`src/rtl/seq_multiplier.sv`:
```
// Sequential 32x32 shift-add multiplier, one product bit per clock, Run/Ready handshake.
// Define MULT_SIGNED_EN for two's-complement operands (magnitude multiply plus a FIX negate cycle).
module seq_multiplier (
    input  logic        clk,
    input  logic        Reset,
    input  logic        Run,
    input  logic [31:0] Multiplicand,
    input  logic [31:0] Multiplier,
    output logic [31:0] Product_hi,
    output logic [31:0] Product_lo,
    output logic        Ready
);

    typedef enum logic [1:0] {IDLE, CALC, FIX} state_t;

    state_t      state_q, state_d;
    logic [64:0] p_q, p_d;          // {C, HI, LO}
    logic [31:0] m_q, m_d;
    logic [5:0]  cnt_q, cnt_d;
    logic [31:0] a_load, b_load;
    logic [32:0] addend, sum;

`ifdef MULT_SIGNED_EN
    logic sign_q, sign_d;
    // -2^31 maps to 0x8000_0000, which is its correct unsigned magnitude.
    assign a_load = Multiplicand[31] ? (~Multiplicand + 32'd1) : Multiplicand;
    assign b_load = Multiplier[31]   ? (~Multiplier   + 32'd1) : Multiplier;
`else
    assign a_load = Multiplicand;
    assign b_load = Multiplier;
`endif

    assign addend = p_q[0] ? {1'b0, m_q} : 33'd0;
    assign sum    = {p_q[64], p_q[63:32]} + addend;

    always_ff @(posedge clk or negedge Reset) begin
        if (!Reset) state_q <= IDLE;
        else        state_q <= state_d;
    end

    always_comb begin
        state_d = state_q;
        case (state_q)
            IDLE: if (Run) state_d = CALC;
            CALC: if (cnt_q == 6'd31) begin
`ifdef MULT_SIGNED_EN
                state_d = FIX;
`else
                state_d = IDLE;
`endif
            end
            default: state_d = IDLE;
        endcase
    end

    always_comb begin
        Ready      = (state_q == IDLE);
        Product_hi = p_q[63:32];
        Product_lo = p_q[31:0];
    end

    always_comb begin
        p_d   = p_q;
        m_d   = m_q;
        cnt_d = cnt_q;
`ifdef MULT_SIGNED_EN
        sign_d = sign_q;
`endif
        case (state_q)
            IDLE: if (Run) begin
                p_d   = {1'b0, 32'd0, b_load};
                m_d   = a_load;
                cnt_d = 6'd0;
`ifdef MULT_SIGNED_EN
                sign_d = Multiplicand[31] ^ Multiplier[31];
`endif
            end
            // Add and shift in one edge: the carry becomes the new HI[31].
            CALC: begin
                p_d   = {1'b0, sum, p_q[31:1]};
                cnt_d = cnt_q + 6'd1;
            end
`ifdef MULT_SIGNED_EN
            FIX: if (sign_q) p_d = {1'b0, ~p_q[63:0] + 64'd1};
`endif
            default: ;
        endcase
    end

    always_ff @(posedge clk or negedge Reset) begin
        if (!Reset) begin
            p_q   <= '0;
            m_q   <= '0;
            cnt_q <= '0;
        end else begin
            p_q   <= p_d;
            m_q   <= m_d;
            cnt_q <= cnt_d;
        end
    end

`ifdef MULT_SIGNED_EN
    always_ff @(posedge clk or negedge Reset) begin
        if (!Reset) sign_q <= 1'b0;
        else        sign_q <= sign_d;
    end
`endif

endmodule

```
`config.mk`:
```
export PLATFORM = sky130hd
export DESIGN_NAME = seq_multiplier
export DESIGN_NICKNAME = d
export VERILOG_FILES = /design/src/rtl/seq_multiplier.sv
export SDC_FILE = /design/constraint.sdc
export NUM_CORES = 1
export LEC_CHECK = 0
export CAP_MARGIN = 20
export CORE_MARGIN = 1.5
export CORE_UTILIZATION = 50
export CTS_CLUSTER_SIZE = 40
export DETAILED_ROUTE_END_ITERATION = 10
export PLACE_DENSITY = 0.86
export SYNTH_ARGS = -nofsm -noshare
export SYNTH_HDL_FRONTEND = slang
export SYNTH_SLANG_ARGS = --single-unit
```
`constraint.sdc`:
```
create_clock -name clk -period 4 [get_ports clk]
set_clock_uncertainty 0.15 [all_clocks]
set_input_delay 1.2 -clock clk [delete_from_list [all_inputs] [get_ports clk]]
set_output_delay 1.2 -clock clk [all_outputs]
set_load 0.02 [all_outputs]
```
[Word level (Yosys, flattened, before mapping)]
Cells that the tools add are included.
Storage, ports and cells
  input bits: 67
  memory bits (read-only): 0
  register bits after elaboration: 105
  latch bits: 0
  RAM bits: 0
  memories: 0
Operators by class
  shift-type cells: 0
  $add $sub $neg: 2
  multipliers: 0
  div/mod/pow operators: 0
  multiplexer cells: 8
  reductions and logical operators: 5
  bitwise gates (word level): 0
  equal/unequal tests: 4
  $lt $le $gt $ge: 0
Operator list (count)
  65-bit case mux with 2 select lines: 1
  65-bit 2-to-1 mux: 1
  33-bit by 32-bit adder with 33-bit output: 1
  32-bit 2-to-1 mux: 1
  6-bit case mux with 2 select lines: 1
  6-bit by 1-bit adder with 6-bit output (second input constant): 1
  6-bit by 5-bit == test with 1-bit output (second input constant): 1
  6-bit 2-to-1 mux: 1
  2-bit AND reduction: 3
  2-bit 2-to-1 mux: 2
  2-bit inequality test (second input constant): 2
  2-bit case mux with 2 select lines: 1
  2-bit by 1-bit == test with 1-bit output (second input constant): 1
  2-bit zero test: 1
  2-bit nonzero test: 1

[Logic depth before layout (Yosys ltp)]
  word-level depth: 3
  gate-level depth with buffers: 11

[Least setup slack after synthesis]
Ideal clock, no wire load.
  path type: register -> register
  from: register p_q[0]
  to: register p_q[57]
  data arrival time: 2.720 ns
  clock period less this slack: 2.954 ns
  setup time: 0.084 ns
  buffers on the path: 0
  stages on the path, launching flop included: 12
  setup slack: 1.046 ns
  path through: dfrtp_1 and2_1 ha_1 inv_1 fa_1 nor2b_1 o211ai_1 a2111o_1 a31oi_4 a31oi_1 or3_1 a41oi_2
Between the ends
  cells in the longest elaborated chain, start to end: 3
RTL lines
  start: declaration: line 17  | logic [64:0] p_q, p_d;
  start signal: assignment: line 96  | p_q <= p_d;
  32-bit 2-to-1 mux: line 33  | assign addend = p_q[0] ? {1'b0, m_q} : 33'd0;
  33-bit by 32-bit adder with 33-bit output: line 34  | assign sum = {p_q[64], p_q[63:32]} + addend;
  65-bit case mux with 2 select lines: line 69  | case (state_q)
No other way between the ends.
A chain may end at the register's enable or synchronous reset.

[Final worst setup path]
Same ends and word-level chain as after synthesis.

==> run metrics <==
post-route total power=between 6 and 7 mW; average size of a mapped cell=a little under 9 um2; slowest library cell on the worst path=dfrtp_1; adder-cell share of the synthesized area=under 10%; highest ir drop seen on vdd=approximately 600 uV; Detailed Route WL=roughly 16,000 um; Synth Area in Compound Gates=19.2%; largest delay contributor family on the critical path=compound AO/OA/AOI/OAI gates; number of warning messages in the yosys log=0; share of synthesized registers carrying an async set or reset=100%; Reg-to-Reg End=p_q[57]; quantity of hold-fixing buffers added after cts=0; Avg Vias per Cell=5.65; clock latency on the worst-skew pair=0.36 ns; final number of hold-violating endpoints=0; Fillers=990; critical path cell sequence=buf_4, nand2_1, fa_1, nor2b_1, o211ai_1, a2111o_1, a31oi_4, a31oi_1, or3_1, a41oi_2; area of the mapped netlist=0.00617 mm2; setup repair after global routing missed its margin=no; clock transition at the register clock pins on the worst setup and hold paths after CTS=approximately 0.07 ns; Critical Path Sink Type=flip-flop; reg-to-reg critical path startpoint=p_q[0]; worst setup path startpoint=p_q[0]; maximum net fanout on the critical path=25; CTS H-tree depth=3; path depth of the worst reg2reg path=10; area share of the largest cell type after synthesis=41.8%; #FFs+latches synth=just over 100; Leakage Power=3.66 nW; number of antenna violations at the first check in global routing=0; most numerous cell types in the synthesized netlist=184 x nand2_1, 103 x dfrtp_1, 77 x o21ai_0, 37 x a21oi_1; detailed-route via count=~5.5k; post-detailed-placement cell area=0.00756 mm2; end-of-flow core utilization=about two thirds; number of standard cells in the layout, taps in and fillers out=971; unique cell type count in the Yosys netlist=65; remaining number of nets flagged by the antenna check after routing=0; result of the run=complete, no violations; Tcrit/Tclk final=80.8%; crit-path max cell delay=0.48 ns; Synth Net Count=805; shortest period the worst path allows=3.23 ns; post-synthesis instance total=around 700; footprint of the multi-input gates=approximately 0.0034 mm2; ratio of cells with drive above 1 in the final layout=4.98%; part of the Yosys area used for sequential elements=about two fifths; count of final max-slew check failures=0; max_slew headroom=47.6%; total iterations of the first detailed-routing run=5; count of buffers inserted at the top-level ports=131; final worst slack=0.770 ns; Worst EP arrival=3.36 ns; diodes inserted=0; top cells by area in the synthesized netlist=dfrtp_1 42%, nand2_1 11%, ha_1 6.7%, o21ai_0 6.2%, mux2i_1 5.4%; average routed wire per standard cell=16.0 um; floorplan row count=40; vias in the first global route=approximately 5.3k; number of design rule violations left after detail routing=0; post-route setup TNS=0 ns; instance count on the critical path=10; power per unit of standard cell area=882 mW/mm2; max-cap violations=0; setup slack on the worst flop-to-flop path=0.77 ns; wire length of the first global-routing pass=26,100 um; violation count after the first detailed-routing iteration=315; count of final setup violators=0; top-level I/O count=between 100 and 150; detailed-placement wirelength estimate=11,100 um; hold path start=m_q[14]; clock sinks=103; storage element area=0.00258 mm2; largest net degree at the start of global routing=87; smallest hold slack=0.327 ns; floorplan core area=between 0.01 and 0.015 mm2; highest clock rate=310 MHz; post-cts repair resize count=0; Layout Cell Area excl Fill=~0.0079 mm2; Worst setup SP type=flip-flop; routability congestion estimate from global placement=0.933; placed cell count=956; XOR/XNOR Fraction of Synth Area=2.84%; most used standard cell by instance count after synthesis=nand2_1; largest family of logic cells by synthesized area=simple AND/OR/NAND/NOR gates; Longest Clk Path Bufs=2; buffering stage count on the worst path with inverters included=1; required arrival time at the worst endpoint=about 4.1 ns; transition at the pin with the smallest max-transition slack=a little under 0.8 ns; primary flip-flop cell chosen by synthesis mapping=dfrtp_1; Initial Utilization=51.4%; Clock Tree Root=clkbuf_16; Simple-Gate Fraction of Synth Area=19.9%; worst setup timing slack at the placement stage=slightly above 0.8 ns; Setup Buffers After CTS=0; number of flops mapped to enable cells by yosys=0; Critical path destination=p_q[57]; TritonCTS clock tree=done; clock buffer count from CTS=9; Hold Crit Class=reg2reg; height of the die=between 100 and 150 um; Overflow after GRT=0; Worst Path Class, Setup=reg2reg; total die area=0.0130 mm2; share of cell area taken by muxes after synthesis=around 5.4%; top cell type by total area after synthesis=dfrtp_1; area added between synthesis and finish=27.8%; layout net count=about 920; die width=114 um; overall routing resource usage=25.2%
[cells by family after synthesis]
group / Yosys count
xor gates and xnor gates: 20
and+or+nand+nor: 278
muxes: 33
DFF: 103
AOI/OAI and AO/OA: 186
buffers and inverters: 50
adders and majority gates: 34
[worst reg2reg max path: stages (launching register included)]
cell and delay, ns:
dfrtp_1 0.48, buf_4 0.30, nand2_1 0.14, fa_1 0.45, nor2b_1 0.17, o211ai_1 0.15
a2111o_1 0.45, a31oi_4 0.24, a31oi_1 0.14, or3_1 0.33, a41oi_2 0.16
[power breakdown]
| part | switching [mW] | internal, mW |
|---|---|---|
| clock network | 0.414 | 0.551 |
| registers | 0.433 | 1.60 |
| logic | 2.20 | 1.76 |
[sequential cells by signal (all words and copies together), names as in the netlist]
signal / flops
cnt_q: 6
m_q: 32
p_q: 64
state_q: 1
[cell usage in the layout, fill, tap and decap left out, types with 4 or more instances in the layout]
cell and n:
inv_1 13, nand4_1 9, xnor2_1 9, nand3_1 11
ha_1 33, mux2i_1 33, a21oi_1 37, clkbuf_16 9
and2_1 32, a21o_1 12, o21bai_1 5, o21ai_0 77
o31ai_1 5, clkdlybuf4s50_1 129, a31oi_1 5, buf_4 10
dfrtp_1 102, nand2_1 184, nand2b_1 4, nor2_1 18
xor2_1 11, a211oi_1 4, o211ai_1 5
[worst min path at each step]
stage / to / slack (ns) / cells past startpoint
floorplan: m_q[31] / 0.29 / 2
global placement: m_q[30] / 0.30 / 2
detailed placement: m_q[3] / 0.31 / 2
CTS: m_q[3] / 0.33 / 2
global route: m_q[30] / 0.33 / 2
finish: m_q[14] / 0.33 / 2
[routing by layer]
metal  GRT usage [%]  vias up  routed length [um]
met1            32.3     2595                6990
li1                -     2701                   -
met2            41.4      179                7230
met3            8.63       11                1200
met4            5.92        0                 160
met5               0        -                   0
[final cells by class]
cell class                 count  share of cell area [%]
clock inverter                 6                    1.19
tap                          147                    2.33
timing repair buffer         141                    17.7
multi-input combinational    551                    42.6
sequential                   103                    32.7
inverter                      14                   0.667
clock buffer                   9                    2.86
Power figures use the tool's default switching activity.
